===== src/rtl/i2c_target_responder.sv =====
// i2c_target_responder
//   I2C target that answers one 7-bit address. It decodes START/STOP from
//   oversampled SCL/SDA, ACKs or NACKs, and moves data bytes between the bus
//   and two byte FIFOs on the system side.
//   Ports:
//     clk_i, rst_i                  system clock, synchronous active-high reset
//     scl_i, sda_i                  asynchronous bus inputs
//     sda_oe_o                      1 pulls SDA low (open drain)
//     rx_data_o/rx_valid_o/rx_ready_i   received write bytes (FWFT)
//     tx_data_i/tx_valid_i/tx_ready_o   bytes returned on bus reads
//     busy_o                        addressed transaction in progress
//     ovf_o, urf_o                  sticky RX overflow / TX underflow

// Byte FIFO, first-word-fall-through, binary pointers with a wrap bit.
module i2c_target_responder_fifo #(
    parameter int DEPTH = 8
) (
    input  logic       clk_i,
    input  logic       rst_i,
    input  logic       push_i,
    input  logic [7:0] data_i,
    input  logic       pop_i,
    output logic [7:0] data_o,
    output logic       empty_o,
    output logic       full_o
);
    localparam int AW = $clog2(DEPTH);

    logic [AW:0] wr_q, wr_d, rd_q, rd_d;
    logic [7:0]  mem_q [DEPTH];
    logic [7:0]  mem_d [DEPTH];
    logic        bypass, do_push, do_pop;

    assign empty_o = (wr_q == rd_q);
    assign full_o  = (wr_q[AW] != rd_q[AW]) && (wr_q[AW-1:0] == rd_q[AW-1:0]);
    // Push and pop on an empty FIFO hand the incoming byte straight through.
    assign bypass  = push_i & pop_i & empty_o;
    assign do_pop  = pop_i & ~empty_o;
    assign do_push = push_i & ~bypass & (~full_o | do_pop);
    assign data_o  = bypass ? data_i : (empty_o ? 8'h00 : mem_q[rd_q[AW-1:0]]);

    always_comb begin
        mem_d = mem_q;
        wr_d  = wr_q;
        rd_d  = rd_q;
        if (do_push) begin
            mem_d[wr_q[AW-1:0]] = data_i;
            wr_d = wr_q + {{AW{1'b0}}, 1'b1};
        end
        if (do_pop) rd_d = rd_q + {{AW{1'b0}}, 1'b1};
    end

    always_ff @(posedge clk_i) begin
        if (rst_i) begin
            wr_q  <= '0;
            rd_q  <= '0;
            mem_q <= '{default: 8'h00};
        end else begin
            wr_q  <= wr_d;
            rd_q  <= rd_d;
            mem_q <= mem_d;
        end
    end
endmodule

module i2c_target_responder #(
    parameter logic [6:0] ADDR       = 7'h22,
    parameter int         FIFO_DEPTH = 8
) (
    input  logic       clk_i,
    input  logic       rst_i,
    input  logic       scl_i,
    input  logic       sda_i,
    output logic       sda_oe_o,
    output logic [7:0] rx_data_o,
    output logic       rx_valid_o,
    input  logic       rx_ready_i,
    input  logic [7:0] tx_data_i,
    input  logic       tx_valid_i,
    output logic       tx_ready_o,
    output logic       busy_o,
    output logic       ovf_o,
    output logic       urf_o
);
    typedef enum logic [2:0] {
        S_IDLE, S_ADDR, S_ADDR_ACK, S_WR_DATA, S_WR_ACK, S_RD_DATA, S_RD_ACK, S_IGNORE
    } state_t;

    // 2-FF synchronizer plus one history stage, preset to the idle bus level.
    logic scl_s1_q, scl_s2_q, scl_h_q, sda_s1_q, sda_s2_q, sda_h_q;
    always_ff @(posedge clk_i) begin
        if (rst_i) begin
            {scl_s1_q, scl_s2_q, scl_h_q} <= 3'b111;
            {sda_s1_q, sda_s2_q, sda_h_q} <= 3'b111;
        end else begin
            {scl_s1_q, scl_s2_q, scl_h_q} <= {scl_i, scl_s1_q, scl_s2_q};
            {sda_s1_q, sda_s2_q, sda_h_q} <= {sda_i, sda_s1_q, sda_s2_q};
        end
    end

    logic scl_rise, scl_fall, start_det, stop_det;
    assign scl_rise  = scl_s2_q & ~scl_h_q;
    assign scl_fall  = ~scl_s2_q & scl_h_q;
    assign start_det = scl_s2_q & scl_h_q & sda_h_q & ~sda_s2_q;
    assign stop_det  = scl_s2_q & scl_h_q & ~sda_h_q & sda_s2_q;

    // FIFOs
    logic       rx_push, rx_pop, rx_empty, rx_full;
    logic       tx_push, tx_pop, tx_empty, tx_full, tx_avail;
    logic [7:0] tx_dout, sh_q, sh_d, rd_byte, addr_byte;

    assign rx_valid_o = ~rx_empty;
    assign rx_pop     = rx_valid_o & rx_ready_i;
    assign tx_ready_o = ~tx_full;
    assign tx_push    = tx_valid_i & tx_ready_o;
    assign tx_avail   = ~tx_empty | tx_push;

    i2c_target_responder_fifo #(.DEPTH(FIFO_DEPTH)) u_rx (
        .clk_i(clk_i), .rst_i(rst_i), .push_i(rx_push), .data_i(sh_q), .pop_i(rx_pop),
        .data_o(rx_data_o), .empty_o(rx_empty), .full_o(rx_full));

    i2c_target_responder_fifo #(.DEPTH(FIFO_DEPTH)) u_tx (
        .clk_i(clk_i), .rst_i(rst_i), .push_i(tx_push), .data_i(tx_data_i), .pop_i(tx_pop),
        .data_o(tx_dout), .empty_o(tx_empty), .full_o(tx_full));

    // Protocol engine
    state_t     state_q, state_d;
    logic [2:0] cnt_q, cnt_d;
    logic       oe_q, oe_d, ph_q, ph_d, rw_q, rw_d;
    logic       busy_q, busy_d, ovf_q, ovf_d, urf_q, urf_d;

    assign rd_byte   = tx_avail ? tx_dout : 8'hFF;
    assign addr_byte = {sh_q[6:0], sda_s2_q};

    always_comb begin
        state_d = state_q;
        cnt_d   = cnt_q;
        sh_d    = sh_q;
        oe_d    = oe_q;
        ph_d    = ph_q;
        rw_d    = rw_q;
        busy_d  = busy_q;
        ovf_d   = ovf_q;
        urf_d   = urf_q;
        rx_push = 1'b0;
        tx_pop  = 1'b0;
        if (start_det) begin
            state_d = S_ADDR;
            cnt_d   = 3'd0;
            oe_d    = 1'b0;
            busy_d  = 1'b0;
        end else if (stop_det) begin
            state_d = S_IDLE;
            oe_d    = 1'b0;
            busy_d  = 1'b0;
        end else begin
            case (state_q)
                S_ADDR: if (scl_rise) begin
                    sh_d  = addr_byte;
                    cnt_d = cnt_q + 3'd1;
                    if (cnt_q == 3'd7) begin
                        if (addr_byte[7:1] == ADDR) begin
                            state_d = S_ADDR_ACK;
                            busy_d  = 1'b1;
                            rw_d    = addr_byte[0];
                            ph_d    = 1'b0;
                        end else begin
                            state_d = S_IGNORE;
                        end
                    end
                end
                // ph_q: 0 before the ACK clock's low phase, 1 once ACK is on the bus.
                S_ADDR_ACK: if (scl_fall) begin
                    if (!ph_q) begin
                        oe_d = 1'b1;
                        ph_d = 1'b1;
                    end else if (rw_q) begin
                        state_d = S_RD_DATA;
                        cnt_d   = 3'd0;
                        tx_pop  = 1'b1;
                        urf_d   = urf_q | ~tx_avail;
                        sh_d    = rd_byte;
                        oe_d    = ~rd_byte[7];
                    end else begin
                        state_d = S_WR_DATA;
                        cnt_d   = 3'd0;
                        oe_d    = 1'b0;
                    end
                end
                S_WR_DATA: if (scl_rise) begin
                    sh_d  = addr_byte;
                    cnt_d = cnt_q + 3'd1;
                    if (cnt_q == 3'd7) begin
                        state_d = S_WR_ACK;
                        ph_d    = 1'b0;
                    end
                end
                S_WR_ACK: if (scl_fall) begin
                    if (!ph_q) begin
                        ph_d = 1'b1;
                        if (!rx_full) begin
                            rx_push = 1'b1;
                            oe_d    = 1'b1;
                        end else begin
                            ovf_d = 1'b1;
                        end
                    end else begin
                        state_d = S_WR_DATA;
                        cnt_d   = 3'd0;
                        oe_d    = 1'b0;
                    end
                end
                // Bit 7 went out on entry; each later fall presents the next bit.
                S_RD_DATA: if (scl_fall) begin
                    if (cnt_q == 3'd7) begin
                        state_d = S_RD_ACK;
                        oe_d    = 1'b0;
                    end else begin
                        cnt_d = cnt_q + 3'd1;
                        oe_d  = ~sh_q[6];
                        sh_d  = {sh_q[6:0], 1'b1};
                    end
                end
                S_RD_ACK: begin
                    if (scl_rise && sda_s2_q) begin
                        state_d = S_IGNORE;
                    end else if (scl_fall) begin
                        state_d = S_RD_DATA;
                        cnt_d   = 3'd0;
                        tx_pop  = 1'b1;
                        urf_d   = urf_q | ~tx_avail;
                        sh_d    = rd_byte;
                        oe_d    = ~rd_byte[7];
                    end
                end
                default: oe_d = 1'b0;
            endcase
        end
    end

    always_ff @(posedge clk_i) begin
        if (rst_i) begin
            state_q <= S_IDLE;
            cnt_q   <= 3'd0;
            sh_q    <= 8'h00;
            oe_q    <= 1'b0;
            ph_q    <= 1'b0;
            rw_q    <= 1'b0;
            busy_q  <= 1'b0;
            ovf_q   <= 1'b0;
            urf_q   <= 1'b0;
        end else begin
            state_q <= state_d;
            cnt_q   <= cnt_d;
            sh_q    <= sh_d;
            oe_q    <= oe_d;
            ph_q    <= ph_d;
            rw_q    <= rw_d;
            busy_q  <= busy_d;
            ovf_q   <= ovf_d;
            urf_q   <= urf_d;
        end
    end

    assign sda_oe_o = oe_q;
    assign busy_o   = busy_q;
    assign ovf_o    = ovf_q;
    assign urf_o    = urf_q;
endmodule


===== config.mk =====
export PLATFORM = sky130hd
export DESIGN_NAME = i2c_target_responder
export DESIGN_NICKNAME = d
export VERILOG_FILES = /design/src/rtl/i2c_target_responder.sv
export SDC_FILE = /design/constraint.sdc
export NUM_CORES = 1
export LEC_CHECK = 0
export BUFFER_PORTS_ARGS = -buffer_cell sky130_fd_sc_hd__buf_2
export CAP_MARGIN = 20
export CORE_ASPECT_RATIO = 1.75
export CORE_MARGIN = 2
export CORE_UTILIZATION = 25
export CTS_CLUSTER_DIAMETER = 120
export DETAILED_ROUTE_END_ITERATION = 7
export HOLD_SLACK_MARGIN = 0.03
export PLACE_DENSITY = 0.46
export SYNTH_ARGS = -nofsm -noshare
export SYNTH_HDL_FRONTEND = slang
export SYNTH_SLANG_ARGS = --single-unit
export TNS_END_PERCENT = 30

===== constraint.sdc =====
create_clock -name clk_i -period 3.35 [get_ports clk_i]
set_input_delay 1.005 -clock clk_i [delete_from_list [all_inputs] [get_ports clk_i]]
set_output_delay 1.005 -clock clk_i [all_outputs]
set_load 0.02 [all_outputs]

Word-level counts from Yosys, hierarchy flattened
Cells that the tools add are included.
{ "word_totals": {"ff_bits": 170, "in_bits": 14, "out_inout_bits": 14, "word_cells": 250} }
{ "classes": {"n_addsub": 5, "n_lt_le_gt_ge": 6, "n_eq_ne": 45, "muxes": 89, "n_bitwise": 44, "n_reduce_logical": 25} }
{ "ops": {"columns": ["operator", "count"], "rows": [
  ["8-bit 2-to-1 mux", 19],
  ["64-bit bitwise mux", 2],
  ["3-bit 2-to-1 mux", 21],
  ["8-bit binary-select mux with 3-bit select", 2],
  ["8-bit demux with 3-bit select", 2],
  ["4-bit != test, second input constant", 10],
  ["1-bit 2-to-1 mux", 36],
  ["8-bit one-hot mux with 4 select lines", 1],
  ["2-bit != test, second input constant", 15],
  ["12-bit AND reduction", 2],
  ["1-bit bitwise AND", 19],
  ["3-bit one-hot mux with 6 select lines", 1],
  ["9-bit AND reduction", 2],
  ["1-bit NOT", 17],
  ["4-bit by 1-bit adder with 4-bit output, second input constant", 4],
  ["4-bit greater-or-equal comparator, second input constant", 4],
  ["3-bit NOT with 4-bit output", 4],
  ["3-bit equality test, second input constant", 4],
  ["3-bit one-hot mux with 4 select lines", 1],
  ["6-bit AND reduction", 2],
  ["11-bit AND reduction", 1],
  ["4-bit equality test", 2],
  ["4-bit by 1-bit less-than comparator with 1-bit output, second input constant", 2],
  ["8-bit AND reduction", 1],
  ["other kinds (23)", 40]
]} }

Longest topological paths before layout
Gate-level depths: netlist (run 1).
{ "depth": {"ltp_word": 16, "depth_mapped": 9, "depth_no_buf": 7} }

Modules after synthesis
Synthesis (run 1) repeated with hierarchy kept, for this count alone.
{ "unflattened": {"hier_cells": 851, "hier_area_um2": 8729.6} }
{ "modules_own_cells": {"columns": ["module", "instances", "cells_per_inst", "area_each_um2", "seq_area_each_um2"], "rows": [
  ["i2c_target_responder_fifo", 2, 336, 3619.7, 1441.4],
  ["i2c_target_responder", 1, 179, 1490.2, 520.5]
]} }

Worst setup path after synthesis (run 1)
No wires, ideal clock.
{ "synth_path": {"path_kind": "register -> output", "from": "register u_rx.rd_q[0]", "to": "output rx_data_o[0]", "arrival_ns": 1.536, "t_required_ns": 2.345, "setup_slack_ns": 0.809, "stages_incl_launch_ff": 6, "n_path_buf": 2, "path_cell_list": "dfxtp_1 -> buf_6 -> buf_2 -> mux4_2 -> mux2i_1 -> nor2_1"} }
{ "synth_between": {"elab_chain_len": 11, "elab_cells_between_ends": 19, "cone_classes": "eq/ne: 2; mux: 11; bitwise: 5; reduce/logical: 1"} }
{ "synth_lines": {"columns": ["item", "line", "rtl"], "rows": [
  ["start: declaration", "29", "logic [AW:0] wr_q, wr_d, rd_q, rd_d;"],
  ["start signal: assignment", "60", "rd_q <= rd_d;"],
  ["3-bit equality test", "35", "assign full_o = (wr_q[AW] != rd_q[AW]) && (wr_q[AW-1:0] == rd_q[AW-1:0]);"],
  ["1-bit logical AND", "35", null],
  ["1-bit 2-to-1 mux", "201", "if (!rx_full) begin"],
  ["1-bit 2-to-1 mux", "199", "if (!ph_q) begin"],
  ["1-bit 2-to-1 mux", "198", "S_WR_ACK: if (scl_fall) begin"],
  ["1-bit 2-to-1 mux", "157", "case (state_q)"],
  ["1-bit 2-to-1 mux", "152", "end else if (stop_det) begin"],
  ["1-bit 2-to-1 mux", "147", "if (start_det) begin"],
  ["1-bit bitwise AND (2 in series)", "37", "assign bypass = push_i & pop_i & empty_o;"],
  ["8-bit 2-to-1 mux *", "40", "assign data_o = bypass ? data_i : (empty_o ? 8'h00 : mem_q[rd_q[AW-1:0]]);"],
  ["end: declaration", "75", "output logic [7:0] rx_data_o,"]
]} }
Every way passes the cells marked *; elsewhere a longest branch is shown, timed or not. The select of a mux whose other input is x is not followed.

Final worst setup path (run 1)
Ends and elaborated chain as after synthesis.

==> results.cfg, run 1 <==
[run_status]
status = complete, no violations

[worst_setup_path]
crit_path_end_kind = output port
rr_endpoint = u_tx.mem_q[61]
cp_slowest_stage_delay_ns = 0.47
cp_cell_sequence = buf_4, xor2_1, nor4b_2, buf_4, nor2_1, buf_2
crit_type = reg2out
worst_path_most_repeated_cell = buf_4
cp-start-kind = register
reg2reg_setup_slack_ns = 0.73
cp_max_fo = 10
required_ns = 2.34
rr_worst_depth = 6
slowest_stage = dfxtp_1
arrival_ns = 2.12
r2r_start = scl_s2_q

[synthesis]
synth-edff-count = 0
synth-async-reset-ratio_pct = 0
synthCells = 794
synth-seq-area-share_pct = 42.5
synthFlopType = dfxtp_1
syn_avg_cell_area_um2 = 10.1
ys_types = 56
synth_area_um2 = 8010
yosysTopAreaCellShare_pct = 42.5
yosys.area.top_type = dfxtp_1
synth_area_leaders = dfxtp_1, mux2i_1, mux4_2
ys_top_cells_by_count = nor2_1, dfxtp_1, mux2i_1
ys_warn_count = 0
yosysMostFrequentCell = nor2_1
synthesis.nets = 814
ys_ff_latch = 170

[final_layout]
fillerInstances = 3292
diodes = 0
area_growth_pct = 12.2
drive_gt1_share_pct = 16.8
final_nets = 816

[floorplan]
dieArea_um2 = 33600
core_area_um2 = 31500
die_y_um = 241
die_x_um = 139
initial_core_util_pct = 25.4
std_cell_rows = 86
num_io_pins = 28

[power]
ir_drop_v = 0.000375
p_leak_nw = 3.60
p_per_area_nw_per_um2 = 458
power_mw = 4.11

[timing]
slew_headroom_pct = 47.4
hold_violations = 0
finClkSkew_ns = 0.0119
setup_viol = 0
rsz0062_at_grt = false
slew_violations = 0
whs_ns = 0.420
post-route-min-period_ns = 3.12
max_freq_ghz = 0.320
tns_ns = 0
setup_ws_ns = 0.225
period_share_pct = 93.3
tightest_slew_ns = 0.783

[drt]
via_count = 5575
wl_mm = 20.2
via_per_inst = 4.63
ant_nets = 0
drt_iter0_markers = 377
drc = 0
wl_per_cell_um = 16.8
drt-pass1-iter-count = 5

[clock_network]
clk_pin_slew_worst_paths_ns = 0.07
cts-root-buf = clkbuf_16
htree_levels = 4
clock_latency_ns = 0.44
cts_made_buffers = 17
postCtsHoldBufs = 0
cts-resized-gates = 0
cts_tree = built
clock-sinks = 170
clockBufferDepth = 2
cts_setup_buffers = 0

[placed_design]
gp_congestion = 0.758
port_buffers = 27
hpwl_mm = 14.1
dp_slack_ns = 0.611

[global_routing]
antenna_found_initial = 0
grt_max_degree = 70
overflow = 0
grt_pass1_vias = 5703
grt_pass1_wl_mm = 32.5
grt_use_total_pct = 12.6

[min_path]
worst_hold_path.num_cells = 1
hp-class = reg2reg
worstHoldEndpoint = scl_s2_q
hold_start = scl_s1_q

[job]
maxCapViolations = 0
## per-stage QoR
step / util (%) / area [um2] / std cells
5_1_grt: 28.5 / 8990 / 1205
6_report: 28.5 / 8990 / 1205
3_3_place_gp: 26.8 / 8450 / 1173
3_5_place_dp: 26.8 / 8450 / 1173
2_1_floorplan: - / 8010 / 794
4_1_cts: 28.5 / 8990 / 1205
## layout by cell type (no fill, tap or decap), types with 11 or more instances in the layout
cell / count
nor2_1: 173
dfxtp_1: 170
mux2i_1: 149
mux4_2: 32
buf_4: 28
buf_2: 26
nand2_1: 23
a21oi_1: 23
clkbuf_16: 17
xor2_1: 16
o21ai_0: 11
## kinds of logic after synthesis
logic type / synth area share (%)
buf+inv: 5.36
simple gates: 15.6
mux: 27.7
xor+xnor: 2.19
flops: 42.5
fa+ha+maj: 0.937
compound gates: 5.73
## sequential cells by signal, summed over array words and instances, names as in the netlist, 3 cells and up
name / count
u_rx.mem_q: 64
u_tx.mem_q: 64
sh_q: 8
u_rx.rd_q: 4
u_rx.wr_q: 4
u_tx.rd_q: 4
u_tx.wr_q: 4
cnt_q: 3
state_q: 3
## worst max-delay path by stage
stage / from / end / slack (ns)
after CTS: u_rx.rd_q[0] / rx_data_o[1] / 0.12
after floorplan: u_rx.rd_q[0] / rx_data_o[0] / 0.81
final: u_rx.rd_q[0] / rx_data_o[0] / 0.23
after global routing: u_rx.rd_q[0] / rx_data_o[1] / 0.05
after global placement: u_rx.rd_q[0] / rx_data_o[0] / 0.63
after detailed placement: u_rx.rd_q[0] / rx_data_o[0] / 0.61
## where the power goes
group	switching [mW]	total, mW	internal (mW)
clock	0.829	1.83	1.00
combinational	0.136	0.218	0.0822
sequential	0.0201	2.06	2.04
## per-layer routing
metal  track usage (%)  part of all wire [%]  vias up
met4              4.68                   1.9        0
met2              24.6                    56       67
met1              13.2                    40     2704
met5                 0                     0        -
li1                  -                     -     2784
met3              2.60                   2.1       20
## critical path: cells and delay by family (launching register included)
| family | cells | cell delay (ns) |
|---|---|---|
| xor gates and xnor gates | 1 | 0.24 |
| buffers and inverters | 3 | 0.67 |
| DFF | 1 | 0.47 |
| and+or+nand+nor | 2 | 0.30 |
## area by class of cell
cell class	instances	area [um2]	area share (%)
multi-input combinational	547	4190	46.6
sequential	170	3400	37.8
tap	396	495	5.51
clock buffer	22	474	5.27
timing repair buffer	54	340	3.78
clock inverter	10	70.1	0.779
inverter	6	22.5	0.250
No activity file was read; power rests on OpenSTA's default activity.
==> run 2: changes to the inputs <==
Settings changed: BUFFER_PORTS_ARGS -buffer_cell sky130_fd_sc_hd__buf_2 to -buffer_cell sky130_fd_sc_hd__buf_4.
==> results.cfg, run 2 (synthesis results as in run 1) <==
[final_layout]
final_cell_mix = nor2_1, dfxtp_1, mux2i_1
area_growth_pct = 13.5
diodes = 0
final_common_cell = nor2_1
drive_gt1_share_pct = 15.9
fillerInstances = 3316
final_util_pct = 28.9
fin_cells = 1197
top_regs = u_rx.mem_q (64), u_tx.mem_q (64), sh_q (8)
final_nets = 810

[floorplan]
initial_core_util_pct = 25.4
std_cell_rows = 86
core_area_um2 = 31500
die_x_um = 139
die_y_um = 241
dieArea_um2 = 33600
num_io_pins = 28

[timing]
slew_headroom_pct = 38.6
slew_violations = 0
period_share_pct = 93.7
tightest_slew_ns = 0.917
finClkSkew_ns = 0.00903
tns_ns = 0
whs_ns = 0.407
max_freq_ghz = 0.318
rsz0062_at_grt = false
setup_viol = 0
post-route-min-period_ns = 3.14
hold_violations = 0

[clock_network]
clockBufferDepth = 2
clk_pin_slew_worst_paths_ns = 0.06
htree_levels = 4
cts_made_buffers = 17
postCtsHoldBufs = 0
clock_latency_ns = 0.44
clock-sinks = 170
cts-resized-gates = 0
cts_setup_buffers = 0
cts_tree = built
cts-root-buf = clkbuf_16

[worst_setup_path]
crit_path_end_kind = output port
cp-start-kind = register
required_ns = 2.34
rr_worst_depth = 7
crit_type = reg2out
arrival_ns = 2.13
cp_max_fo = 13

[global_routing]
grt_use_total_pct = 12.4
antenna_found_initial = 0
grt_pass1_wl_mm = 32.1
overflow = 0
grt_max_degree = 161
grt_pass1_vias = 5642

[placed_design]
port_buffers = 27
hpwl_mm = 13.5
placed_cells_incl_taps = 1167
gp_congestion = 0.724

[drt]
wl_per_cell_um = 16.6
wl_mm = 19.9
drt-pass1-iter-count = 4
via_per_inst = 4.68
drc = 0
ant_nets = 0
drt_iter0_markers = 258
via_count = 5596

[job]
maxCapViolations = 0

[power]
p_leak_nw = 3.63
p_per_area_nw_per_um2 = 481
ir_drop_v = 0.000347

[min_path]
hp-class = reg2reg
worst_hold_path.num_cells = 1

[run_status]
status = complete, no violations
==> run 2: cell types whose count changed in the layout (fill, tap and decap cells not counted), sizes merged <==
cell / delta
bufinv: +4
clkinv: -4
clkbuf: +1
buf: -6
clkinvlp: -3
==> run 2: layer usage <==
layer / GRT usage [%] / routed length, um
met1: 13.2 / 8060
met2: 23.4 / 10900
met3: 2.54 / 437
met4: 5.26 / 442
met5: 0 / 0
==> run 2: path summary, 6_finish.rpt <==
| kind | start | endpoint | slack, ns |
|---|---|---|---|
| worst min register to register | sda_s1_q | sda_s2_q | 0.41 |
| worst max-delay path | u_rx.rd_q[1] | rx_data_o[6] | 0.21 |
| worst min-delay path | sda_s1_q | sda_s2_q | 0.41 |
| worst max register to register | state_q[2] | u_tx.mem_q[30] | 0.51 |
==> run 2: power breakdown <==
part,internal [mW],switching (mW)
combinational,0.0830,0.136
sequential,2.04,0.0196
clock,1.30,0.799
total,3.43,0.955
==> run 2: area by class of cell <==
cell class	count	area, um2	area share, %
repair buffers	48	373	4.10
inverters	6	22.5	0.248
multi-input cells	547	4190	46.0
well taps	396	495	5.45
flip-flops and latches	170	3400	37.4
clock inverters	7	140	1.54
clock buffers	23	478	5.25
==> run 2: critical path: stages (launching register included) <==
cell	delay, ns
dfxtp_1	0.61
buf_4	0.33
mux4_2	0.34
mux2i_1	0.20
nor2_1	0.06
buf_4	0.16
==> run 2: metrics by stage <==
step / setup slack [ns] / total power, mW / area, um2
6_report: 0.210 / 4.38 / 9100
5_1_grt: 0.0810 / 4.55 / 9100
4_1_cts: 0.138 / 4.45 / 9100
3_5_place_dp: 0.528 / 2.33 / 8480
3_3_place_gp: 0.545 / 2.33 / 8480
2_1_floorplan: 0.809 / 2.27 / 8010
==> run 3: changes to the inputs <==
Settings changed: BUFFER_PORTS_ARGS -buffer_cell sky130_fd_sc_hd__buf_4 to default, DONT_BUFFER_PORTS from default to 1, PLACE_DENSITY 0.46 to 0.45.
==> results.cfg, run 3 (synthesis results as in run 1) <==
[run_status]
status = complete, no violations

[clock_network]
htree_levels = 4
postCtsHoldBufs = 0
cts-root-buf = clkbuf_16
clk_pin_slew_worst_paths_ns = 0.07
clock-sinks = 170
cts_setup_buffers = 0
cts_made_buffers = 17
cts_tree = built
clock_latency_ns = 0.45
cts-resized-gates = 0
clockBufferDepth = 2

[final_layout]
diodes = 0
design_area_um2 = 8910
top_regs = u_rx.mem_q (64), u_tx.mem_q (64), sh_q (8)
drive_gt1_share_pct = 14.2
final_cell_mix = nor2_1, dfxtp_1, mux2i_1
fin_cells = 1180
final_util_pct = 28.3
final_nets = 791
area_growth_pct = 11.2
final_common_cell = nor2_1

[min_path]
worst_hold_path.num_cells = 1
hp-class = reg2reg
worstHoldEndpoint = sda_s2_q
hold_start = sda_s1_q

[worst_setup_path]
required_ns = 2.34
rr_endpoint = u_tx.mem_q[12]
crit_path_end_kind = output port
cp_max_fo = 8
arrival_ns = 2.11
cp-start-kind = register
slowest_stage = mux4_2
cp_cell_sequence = buf_4, mux4_2, mux2i_1, nor2_1, buf_4
crit_type = reg2out
worst-path-buf-inv = 2
reg2reg_setup_slack_ns = 0.75
worst_path_most_repeated_cell = buf_4
rr_worst_depth = 7
critPathTopFamily = multiplexers
r2r_start = state_q[2]
cp_slowest_stage_delay_ns = 0.51

[global_routing]
grt_max_degree = 162
antenna_found_initial = 0
overflow = 0
grt_pass1_wl_mm = 32.0
grt_use_total_pct = 12.4
grt_pass1_vias = 5591

[timing]
setup_viol = 0
tightest_slew_ns = 0.763
rsz0062_at_grt = false
hold_violations = 0
tns_ns = 0
slew_violations = 0
setup_ws_ns = 0.239
max_freq_ghz = 0.321
whs_ns = 0.413
slew_headroom_pct = 48.8
period_share_pct = 92.9
finClkSkew_ns = 0.0129
post-route-min-period_ns = 3.11

[drt]
drc = 0
wl_mm = 20.3
drt_iter0_markers = 280
ant_nets = 0
via_per_inst = 4.69
wl_per_cell_um = 17.2
drt-pass1-iter-count = 5
via_count = 5533

[power]
ir_drop_v = 0.000321
power_mw = 4.25
p_per_area_nw_per_um2 = 477
p_leak_nw = 3.52

[placed_design]
hpwl_mm = 13.8
place_area_um2 = 8320
gp_congestion = 0.761
placed_cells_incl_taps = 1148
port_buffers = 0
dp_slack_ns = 0.656

[floorplan]
std_cell_rows = 86
die_x_um = 139
core_area_um2 = 31500
initial_core_util_pct = 25.4
dieArea_um2 = 33600
num_io_pins = 28
die_y_um = 241

[job]
maxCapViolations = 0
[run 3: cell count changes in the layout (fill, tap and decap cells not counted), sizes merged]
cell	before	now
buf	48	29
inv	6	10
clkbuf	23	20
bufinv	4	2
clkinv	1	3
clkinvlp	2	3
[run 3: layer usage]
metal	share of wire [%]	track usage, %
met4	2.6	5.48
met1	38	12.3
met2	57	24.3
met5	0	0
met3	2.6	2.82
[run 3: layout make-up]
cell class                      instances  area (um2)
Timing Repair Buffer                   29         218
Multi-Input combinational cell        547        4180
Clock buffer                           20         457
Clock inverter                         12         135
Inverter                                6        22.5
Sequential cell                       170        3400
Fill cell                            3302       22600
Tap cell                              396         495
[run 3: worst max-delay path by stage]
stage	from	to	slack, ns	cells after the start
final	u_rx.rd_q[0]	rx_data_o[0]	0.24	5
after global routing	u_rx.rd_q[0]	rx_data_o[0]	0.14	5
after CTS	u_rx.rd_q[0]	rx_data_o[0]	0.16	5
after detailed placement	u_rx.rd_q[0]	rx_data_o[0]	0.66	5
after global placement	u_rx.rd_q[0]	rx_data_o[0]	0.67	5
after floorplan	u_rx.rd_q[0]	rx_data_o[0]	0.81	5
[run 3: report_power, final]
part / internal [mW] / total [mW] / switching, mW
clock network: 1.15 / 2.03 / 0.880
registers: 2.04 / 2.06 / 0.0197
logic: 0.0710 / 0.159 / 0.0884
total: 3.26 / 4.25 / 0.989
[run 3: worst register-to-register path, delay by kind of cell (launching register included)]
kind / cells / cell delay (ns)
buf+inv: 1 / 0.15
simple gates: 4 / 1.08
mux: 1 / 0.27
flops: 1 / 0.39
compound gates: 1 / 0.60
